===== src/rtl/pux_pkg.sv =====
// Shared definitions for the pux_si_mc operand sequencer: FSM encoding,
// status-word bit positions and opcode field positions.
package pux_pkg;

    typedef enum logic [2:0] {
        ST_IDLE,
        ST_FETCH,
        ST_START,
        ST_WAIT,
        ST_STATUS
    } pux_state_e;

    localparam int SEQ_LSB       = 0;
    localparam int SEQ_W         = 8;
    localparam int ERR_BIT       = 8;
    localparam int EMPTY_BIT     = 9;
    localparam int TMO_BIT       = 10;
    localparam int STATUS_USED_W = 11;

    // The channel mask sits at the bottom of the opcode; the function code fills the bits above it.
    localparam int MASK_LSB = 0;

endpackage


===== src/rtl/pux_opnd_collect.sv =====
// One operand channel: beat counter, ready generation and a WORDS-limb
// buffer filled least-significant limb first.
module pux_opnd_collect #(
    parameter int DATAW = 16,
    parameter int WORDS = 4
) (
    input  logic                   clk,
    input  logic                   rst,
    input  logic                   clear,
    input  logic                   en,
    input  logic                   sel,
    input  logic                   beat_valid,
    input  logic [DATAW-1:0]       beat_data,
    output logic                   beat_ready,
    output logic                   full_nxt,
    output logic [WORDS*DATAW-1:0] limbs
);

    localparam int CW = $clog2(WORDS + 1);

    logic [CW-1:0]    cnt_q, cnt_d;
    logic [DATAW-1:0] buf_q [WORDS];
    logic [DATAW-1:0] buf_d [WORDS];
    logic             beat_hs;

    // Ready comes from flops only, so it never waits on valid.
    assign beat_ready = en && sel && (cnt_q != CW'(WORDS));
    assign beat_hs    = beat_ready && beat_valid;

    always_comb begin
        // NOTE: every always_comb output gets a default first; a path that skips an assignment would infer a latch.
        cnt_d = cnt_q;
        buf_d = buf_q;
        if (clear) begin
            cnt_d = '0;
        end else if (beat_hs) begin
            cnt_d = cnt_q + CW'(1);
            for (int w = 0; w < WORDS; w++) begin
                if (cnt_q == CW'(w)) begin
                    buf_d[w] = beat_data;
                end
            end
        end
    end

    // Looks one cycle ahead so the sequencer can leave FETCH on the last beat.
    assign full_nxt = (cnt_d == CW'(WORDS));

    always_ff @(posedge clk or posedge rst) begin
        if (rst) begin
            cnt_q <= '0;
            // NOTE: the limb buffer is reset on purpose: the core must see zeroed operands after reset, not stale data.
            for (int w = 0; w < WORDS; w++) begin
                buf_q[w] <= '0;
            end
        end else begin
            // NOTE: state updates use non-blocking assignments so every flop samples pre-edge values.
            cnt_q <= cnt_d;
            buf_q <= buf_d;
        end
    end

    for (genvar w = 0; w < WORDS; w++) begin : g_limb
        assign limbs[w*DATAW +: DATAW] = buf_q[w];
    end

endmodule


===== src/rtl/pux_si_mc.sv =====
// Multi-channel operand sequencer: opcode -> gather operands -> run core -> status word.
// Optional core watchdog enabled by defining PUX_SI_MC_TIMEOUT_EN.
module pux_si_mc
    import pux_pkg::*;
#(
    parameter int OPCW        = 8,
    parameter int DATAW       = 16,
    parameter int NCH         = 3,
    parameter int WORDS       = 4,
    parameter int TIMEOUT_CYC = 1024
) (
    input  logic                         axis_clk,
    input  logic                         axis_rst,
    input  logic [OPCW-1:0]              axis_opcode_data,
    input  logic                         axis_opcode_valid,
    output logic                         axis_opcode_ready,
    input  logic [NCH*DATAW-1:0]         axis_opnd_data,
    input  logic [NCH-1:0]               axis_opnd_valid,
    output logic [NCH-1:0]               axis_opnd_ready,
    output logic [DATAW-1:0]             axis_status_data,
    output logic                         axis_status_valid,
    input  logic                         axis_status_ready,
    output logic                         stream_request,
    output logic [NCH-1:0]               stream_chmask,
    output logic                         core_start,
    output logic [OPCW-NCH-1:0]          core_func,
    output logic [NCH*WORDS*DATAW-1:0]   core_opnd,
    input  logic                         core_done,
    input  logic                         core_err
);

    localparam int FUNCW = OPCW - NCH;

    if (NCH >= OPCW || DATAW < STATUS_USED_W || WORDS < 1 || TIMEOUT_CYC < 1) begin : g_param_check
        $error("pux_si_mc: unsupported parameter set");
    end

    pux_state_e       state_q, state_d;
    logic [NCH-1:0]   sel_q, sel_d;
    logic [FUNCW-1:0] func_q, func_d;
    logic [SEQ_W-1:0] seq_q, seq_d;
    logic             err_q, err_d;
    logic             empty_q, empty_d;
    logic             tmo_q, tmo_d;
    logic             req_q, req_d;
    logic             opcode_hs;
    logic             fetch_en;
    logic             fetch_done;
    logic             tmo_hit;
    logic [NCH-1:0]   full_nxt;

    assign axis_opcode_ready = (state_q == ST_IDLE) && !axis_rst;
    assign opcode_hs         = axis_opcode_valid && axis_opcode_ready;
    assign fetch_en          = (state_q == ST_FETCH);
    assign fetch_done        = &(full_nxt | ~sel_q);

    for (genvar c = 0; c < NCH; c++) begin : g_ch
        pux_opnd_collect #(
            .DATAW (DATAW),
            .WORDS (WORDS)
        ) u_collect (
            .clk        (axis_clk),
            .rst        (axis_rst),
            .clear      (opcode_hs),
            .en         (fetch_en),
            .sel        (sel_q[c]),
            .beat_valid (axis_opnd_valid[c]),
            .beat_data  (axis_opnd_data[c*DATAW +: DATAW]),
            .beat_ready (axis_opnd_ready[c]),
            .full_nxt   (full_nxt[c]),
            .limbs      (core_opnd[c*WORDS*DATAW +: WORDS*DATAW])
        );
    end

`ifdef PUX_SI_MC_TIMEOUT_EN
    localparam int TW = $clog2(TIMEOUT_CYC + 1);

    logic [TW-1:0] tmo_cnt_q, tmo_cnt_d;

    always_comb begin
        tmo_cnt_d = '0;
        if (state_q == ST_WAIT) begin
            tmo_cnt_d = tmo_cnt_q + TW'(1);
        end
    end

    assign tmo_hit = (state_q == ST_WAIT) && (tmo_cnt_q == TW'(TIMEOUT_CYC - 1));

    always_ff @(posedge axis_clk or posedge axis_rst) begin
        if (axis_rst) begin
            tmo_cnt_q <= '0;
        end else begin
            tmo_cnt_q <= tmo_cnt_d;
        end
    end
`else
    assign tmo_hit = 1'b0;
`endif

    always_comb begin
        state_d           = state_q;
        sel_d             = sel_q;
        func_d            = func_q;
        seq_d             = seq_q;
        err_d             = err_q;
        empty_d           = empty_q;
        tmo_d             = tmo_q;
        req_d             = 1'b0;
        core_start        = 1'b0;
        axis_status_valid = 1'b0;
        unique case (state_q)
            ST_IDLE: begin
                if (opcode_hs) begin
                    sel_d   = axis_opcode_data[MASK_LSB +: NCH];
                    func_d  = axis_opcode_data[OPCW-1:NCH];
                    err_d   = 1'b0;
                    tmo_d   = 1'b0;
                    empty_d = (axis_opcode_data[MASK_LSB +: NCH] == '0);
                    if (axis_opcode_data[MASK_LSB +: NCH] == '0) begin
                        state_d = ST_STATUS;
                    end else begin
                        req_d   = 1'b1;
                        state_d = ST_FETCH;
                    end
                end
            end
            ST_FETCH: begin
                if (fetch_done) begin
                    state_d = ST_START;
                end
            end
            ST_START: begin
                core_start = 1'b1;
                state_d    = ST_WAIT;
            end
            ST_WAIT: begin
                // A real completion wins over a watchdog expiry in the same cycle.
                if (core_done) begin
                    err_d   = core_err;
                    state_d = ST_STATUS;
                end else if (tmo_hit) begin
                    err_d   = 1'b0;
                    tmo_d   = 1'b1;
                    state_d = ST_STATUS;
                end
            end
            ST_STATUS: begin
                axis_status_valid = 1'b1;
                if (axis_status_ready) begin
                    seq_d   = seq_q + SEQ_W'(1);
                    state_d = ST_IDLE;
                end
            end
            default: state_d = ST_IDLE;
        endcase
    end

    always_ff @(posedge axis_clk or posedge axis_rst) begin
        if (axis_rst) begin
            state_q <= ST_IDLE;
            sel_q   <= '0;
            func_q  <= '0;
            seq_q   <= '0;
            err_q   <= 1'b0;
            empty_q <= 1'b0;
            tmo_q   <= 1'b0;
            req_q   <= 1'b0;
        end else begin
            state_q <= state_d;
            sel_q   <= sel_d;
            func_q  <= func_d;
            seq_q   <= seq_d;
            err_q   <= err_d;
            empty_q <= empty_d;
            tmo_q   <= tmo_d;
            req_q   <= req_d;
        end
    end

    always_comb begin
        axis_status_data                     = '0;
        axis_status_data[SEQ_LSB +: SEQ_W]   = seq_q;
        axis_status_data[ERR_BIT]            = err_q;
        axis_status_data[EMPTY_BIT]          = empty_q;
        axis_status_data[TMO_BIT]            = tmo_q;
    end

    assign stream_request = req_q;
    assign stream_chmask  = sel_q;
    assign core_func      = func_q;

endmodule


===== config.mk =====
export PLATFORM = sky130hd
export DESIGN_NAME = pux_si_mc
export DESIGN_NICKNAME = d
export VERILOG_FILES = /design/src/rtl/pux_pkg.sv /design/src/rtl/pux_opnd_collect.sv /design/src/rtl/pux_si_mc.sv
export SDC_FILE = /design/constraint.sdc
export NUM_CORES = 1
export LEC_CHECK = 0
export CORE_ASPECT_RATIO = 1.4
export CORE_MARGIN = 2
export CORE_UTILIZATION = 47
export CTS_CLUSTER_SIZE = 12
export DETAILED_ROUTE_END_ITERATION = 16
export PLACE_DENSITY_LB_ADDON = 0.05
export SLEW_MARGIN = 0
export SYNTH_ARGS = -nofsm -noshare
export SYNTH_HDL_FRONTEND = slang
export SYNTH_HIERARCHICAL = 1
export SYNTH_SLANG_ARGS = --single-unit

===== constraint.sdc =====
create_clock -name axis_clk -period 3.3 [get_ports axis_clk]
set_clock_uncertainty 0.1 [all_clocks]
set_input_delay 0.66 -clock axis_clk [delete_from_list [all_inputs] [get_ports axis_clk]]
set_output_delay 0.66 -clock axis_clk [all_outputs]
set_load 0.02 [all_outputs]

==> flow_summary_export.csv <==
group,metric,value,unit
critical_path,crit_path_end_kind,"primary output",
logic_synthesis,syn_inst,601,
logic_synthesis,ys_seq_area_share,60.05,%
logic_synthesis,avgSynthCellArea,15.46,µm²
critical_path,reg2reg_depth,10,
drt,drc,0,
sta,drv_slew,0,
final_layout,antenna_cells,0,
clock_network,htreeDepth,1,
logic_synthesis,netlist_area,9293,µm²
die,initial_utilization,48.16,%
critical_path,reg2reg_to,"state_q[0]$_DFFE_PP0P_",
critical_path,arrival,2.35,ns
job,max-cap-violations,0,
drt,first_pass_iters,4,
global_routing,grt-ovfl-total,0,
global_routing,grt_use_total,21.49,%
clock_network,cts.root.buffer_cell,"clkbuf_16",
pwr,peakVddDrop,522.0,µV
critical_path,timing.reg2reg.setup_slack,0.60,ns
sta,post-route-period-util,94.38,%
placed_design,place.gp.congestion,0.8276,
critical_path,r2r-start,"state_q[1]$_DFFE_PP0P_",
clock_network,cts_buffers,23,
clock_network,cts_buffer_depth,3,
global_routing,grt_pass1_vias,6628,
logic_synthesis,synth.distinct_cells,43,
clock_network,cts_tree,"built",
logic_synthesis,synth_edf_count,0,
sta,finalSetupViolations,0,
logic_synthesis,synth_seq_cells,223,
hold_path,whs_endpoint,"seq_q[7]$_DFFE_PP0P_",
drt,wirelength,22470,µm
final_layout,fill_cells,1369,
sta,setup_tns,0,ns
critical_path,start_kind,"flip-flop",
drt,drtIter0Drc,223,
logic_synthesis,yosysWarningCount,6,
die,die_h,170.4,µm
clock_network,hold_buffers,0,
global_routing,grt_pass1_wl,35240,µm
critical_path,path_class,"reg2out",
drt,via_per_inst,5.093,
die,die-area,20930,µm²
critical_path,required,2.54,ns
logic_synthesis,synth_flop_cell,"dfrtp_1",
sta,period_needed,3.115,ns
drt,wire_per_inst,19.24,µm
drt,ant_nets,0,
hold_path,hold_start,"seq_q[7]$_DFFE_PP0P_",
sta,max_slew_margin,44.24,%
final_layout,drive_gt1_share,30.65,%
logic_synthesis,synthArstFlopShare,100.0,%
clock_network,clock_latency,0.50,ns
final_layout,syn2layout_area_growth,40.99,%
clock_network,cts.clk_slew.worst_paths,0.06,ns
final_layout,nNetsFinal,991,
global_routing,antenna_found_initial,0,
critical_path,cp_max_fo,10,
placed_design,numPortBuffers,281,
sta,hold_viol,0,
placed_design,dpl.hpwl,16490,µm
die,core_region_area,19290,µm²
drt,via_count,5949,
sta,grt_setup_unrepaired,"false",
hold_path,hold_class,"reg2reg",
sta,worstMarginPinSlew,0.8355,ns
hold_path,min_path_cells,1,
pwr,cellPowerDensity,884.5,nW/µm²
run_status,status,"completed",
final_layout,final_util,67.91,%
global_routing,grt_max_degree,41,
sta,max_freq,321.1,MHz
clock_network,cts_sinks,223,
die,rows,60,
pwr,p_leak,0.006040,µW
die,die_x,122.8,µm
clock_network,postCtsSetupBuffers,0,
die,io_pins,288,
power by group:
group,switching [µW],total [µW],internal [µW]
clock network,987,2300,1320
logic,2370,5000,2630
registers,616,4280,3670
total,3970,11600,7610
worst max-delay path, stage by stage, from the launching register on:
cell	delay (ns)
dfrtp_1	0.49
nand2b_4	0.20
nor2_2	0.24
nand2_1	0.14
a21oi_1	0.14
clkdlybuf4s50_1	0.66
per-layer routing:
metal	up-vias	track usage (%)	part of all wire, %
li1	2700	-	-
met1	3012	23.97	37
met2	196	39.11	53
met3	41	5.932	7.7
met4	0	6.747	2.8
met5	-	0	0
state kept, by name, indices dropped and copies added (netlist names):
name and flops:
err_q 1, empty_q 1, g_ch.u_collect/cnt_q 9, seq_q 8, state_q 3, stream_chmask 3
stream_request 1, core_func 5, g_ch.u_collect/limbs 192
cells in the mapped netlist (3+ instances only):
library cell	n	area [µm²]
mux2_2	170	1914
nand4_4	3	63.81
nor2_1	9	33.78
a211oi_1	3	22.52
dfrtp_1	223	5580
xnor2_1	7	61.31
nand2_1	22	82.58
nand2_2	3	18.77
ha_1	16	200.2
buf_12	3	60.06
inv_1	16	60.06
mux2i_1	5	50.05
buf_2	8	40.04
nand4_1	3	18.77
mux2_4	30	450.4
buf_6	5	56.30
buf_4	11	82.58
nand3_1	6	30.03
or2_2	3	18.77
nor2b_1	3	18.77
a21oi_1	10	50.05
nand2b_1	6	37.54
xor2_1	3	26.28
nor3_1	3	15.01
or3_1	3	18.77
or3b_1	3	26.28
clkbuf_1	3	11.26
nor4b_2	6	90.09
per-stage QoR:
step,setup slack [ns],total power (µW),instances,hold WS (ns),area (µm²)
final,0.1854,11590,1168,0.3784,13100
after global placement,0.1632,9209,1133,0.3550,12450
after global routing,0.05367,12180,1168,0.4036,13100
after detailed placement,0.1423,9384,1133,0.3838,12450
after floorplan,0.4824,6893,606,0.3642,9311
after CTS,0.005009,11730,1168,0.3946,13100
kinds of logic (layout without fill, tap and decap cells):
kind of cell    after synthesis  count (layout)  synth area share, %
other cells                   1               6              0.04035
mux                         205             205                25.99
simple gates                 83              83                6.329
compound gates               17              17                1.158
xor+xnor                     10              10               0.9426
buf+inv                      46             360                3.339
flops                       223             223                60.05
fa+ha+maj                    16              16                2.154
layout make-up:
cell class / instances / area, µm² / area share [%]
multi-input cells: 337 / 3450 / 26.33
repair buffers: 309 / 3053 / 23.30
flip-flops and latches: 223 / 5580 / 42.59
clock buffers: 32 / 629.4 / 4.804
clock inverters: 3 / 18.77 / 0.1433
well taps: 248 / 310.3 / 2.368
inverters: 16 / 60.06 / 0.4584
timing repair:
| item | 4_1_cts | 5_1_grt |
|---|---|---|
| setup endpoints to repair | 2 | 2 |
| resized for setup | 1 | 2 |
| pin swaps | 0 | 0 |
cell usage in the layout (no fill, tap or decap), types with 7 or more instances in the layout:
| cell | instances |
|---|---|
| ha_1 | 16 |
| nor2_1 | 8 |
| clkdlybuf4s50_1 | 279 |
| dfrtp_1 | 223 |
| a21oi_1 | 10 |
| mux2_4 | 30 |
| inv_1 | 13 |
| buf_4 | 26 |
| mux2_2 | 170 |
| clkbuf_16 | 23 |
| clkbuf_1 | 7 |
| xnor2_1 | 7 |
| nand2_1 | 22 |
how the worst max path moves through the flow:
| stage | endpoint | slack [ns] | depth (start not counted) | start |
|---|---|---|---|---|
| global route | axis_opnd_ready[1] | 0.05 | 5 | state_q[1]$_DFFE_PP0P_ |
| detailed placement | state_q[0]$_DFFE_PP0P_ | 0.14 | 10 | axis_rst |
| floorplan | state_q[0]$_DFFE_PP0P_ | 0.48 | 10 | axis_rst |
| CTS | axis_opnd_ready[0] | 0.005 | 6 | state_q[1]$_DFFE_PP0P_ |
| global placement | state_q[0]$_DFFE_PP0P_ | 0.16 | 10 | axis_rst |
| finish | axis_opnd_ready[1] | 0.19 | 5 | state_q[1]$_DFFE_PP0P_ |
Note: power is estimated with default switching activity, not from simulation.
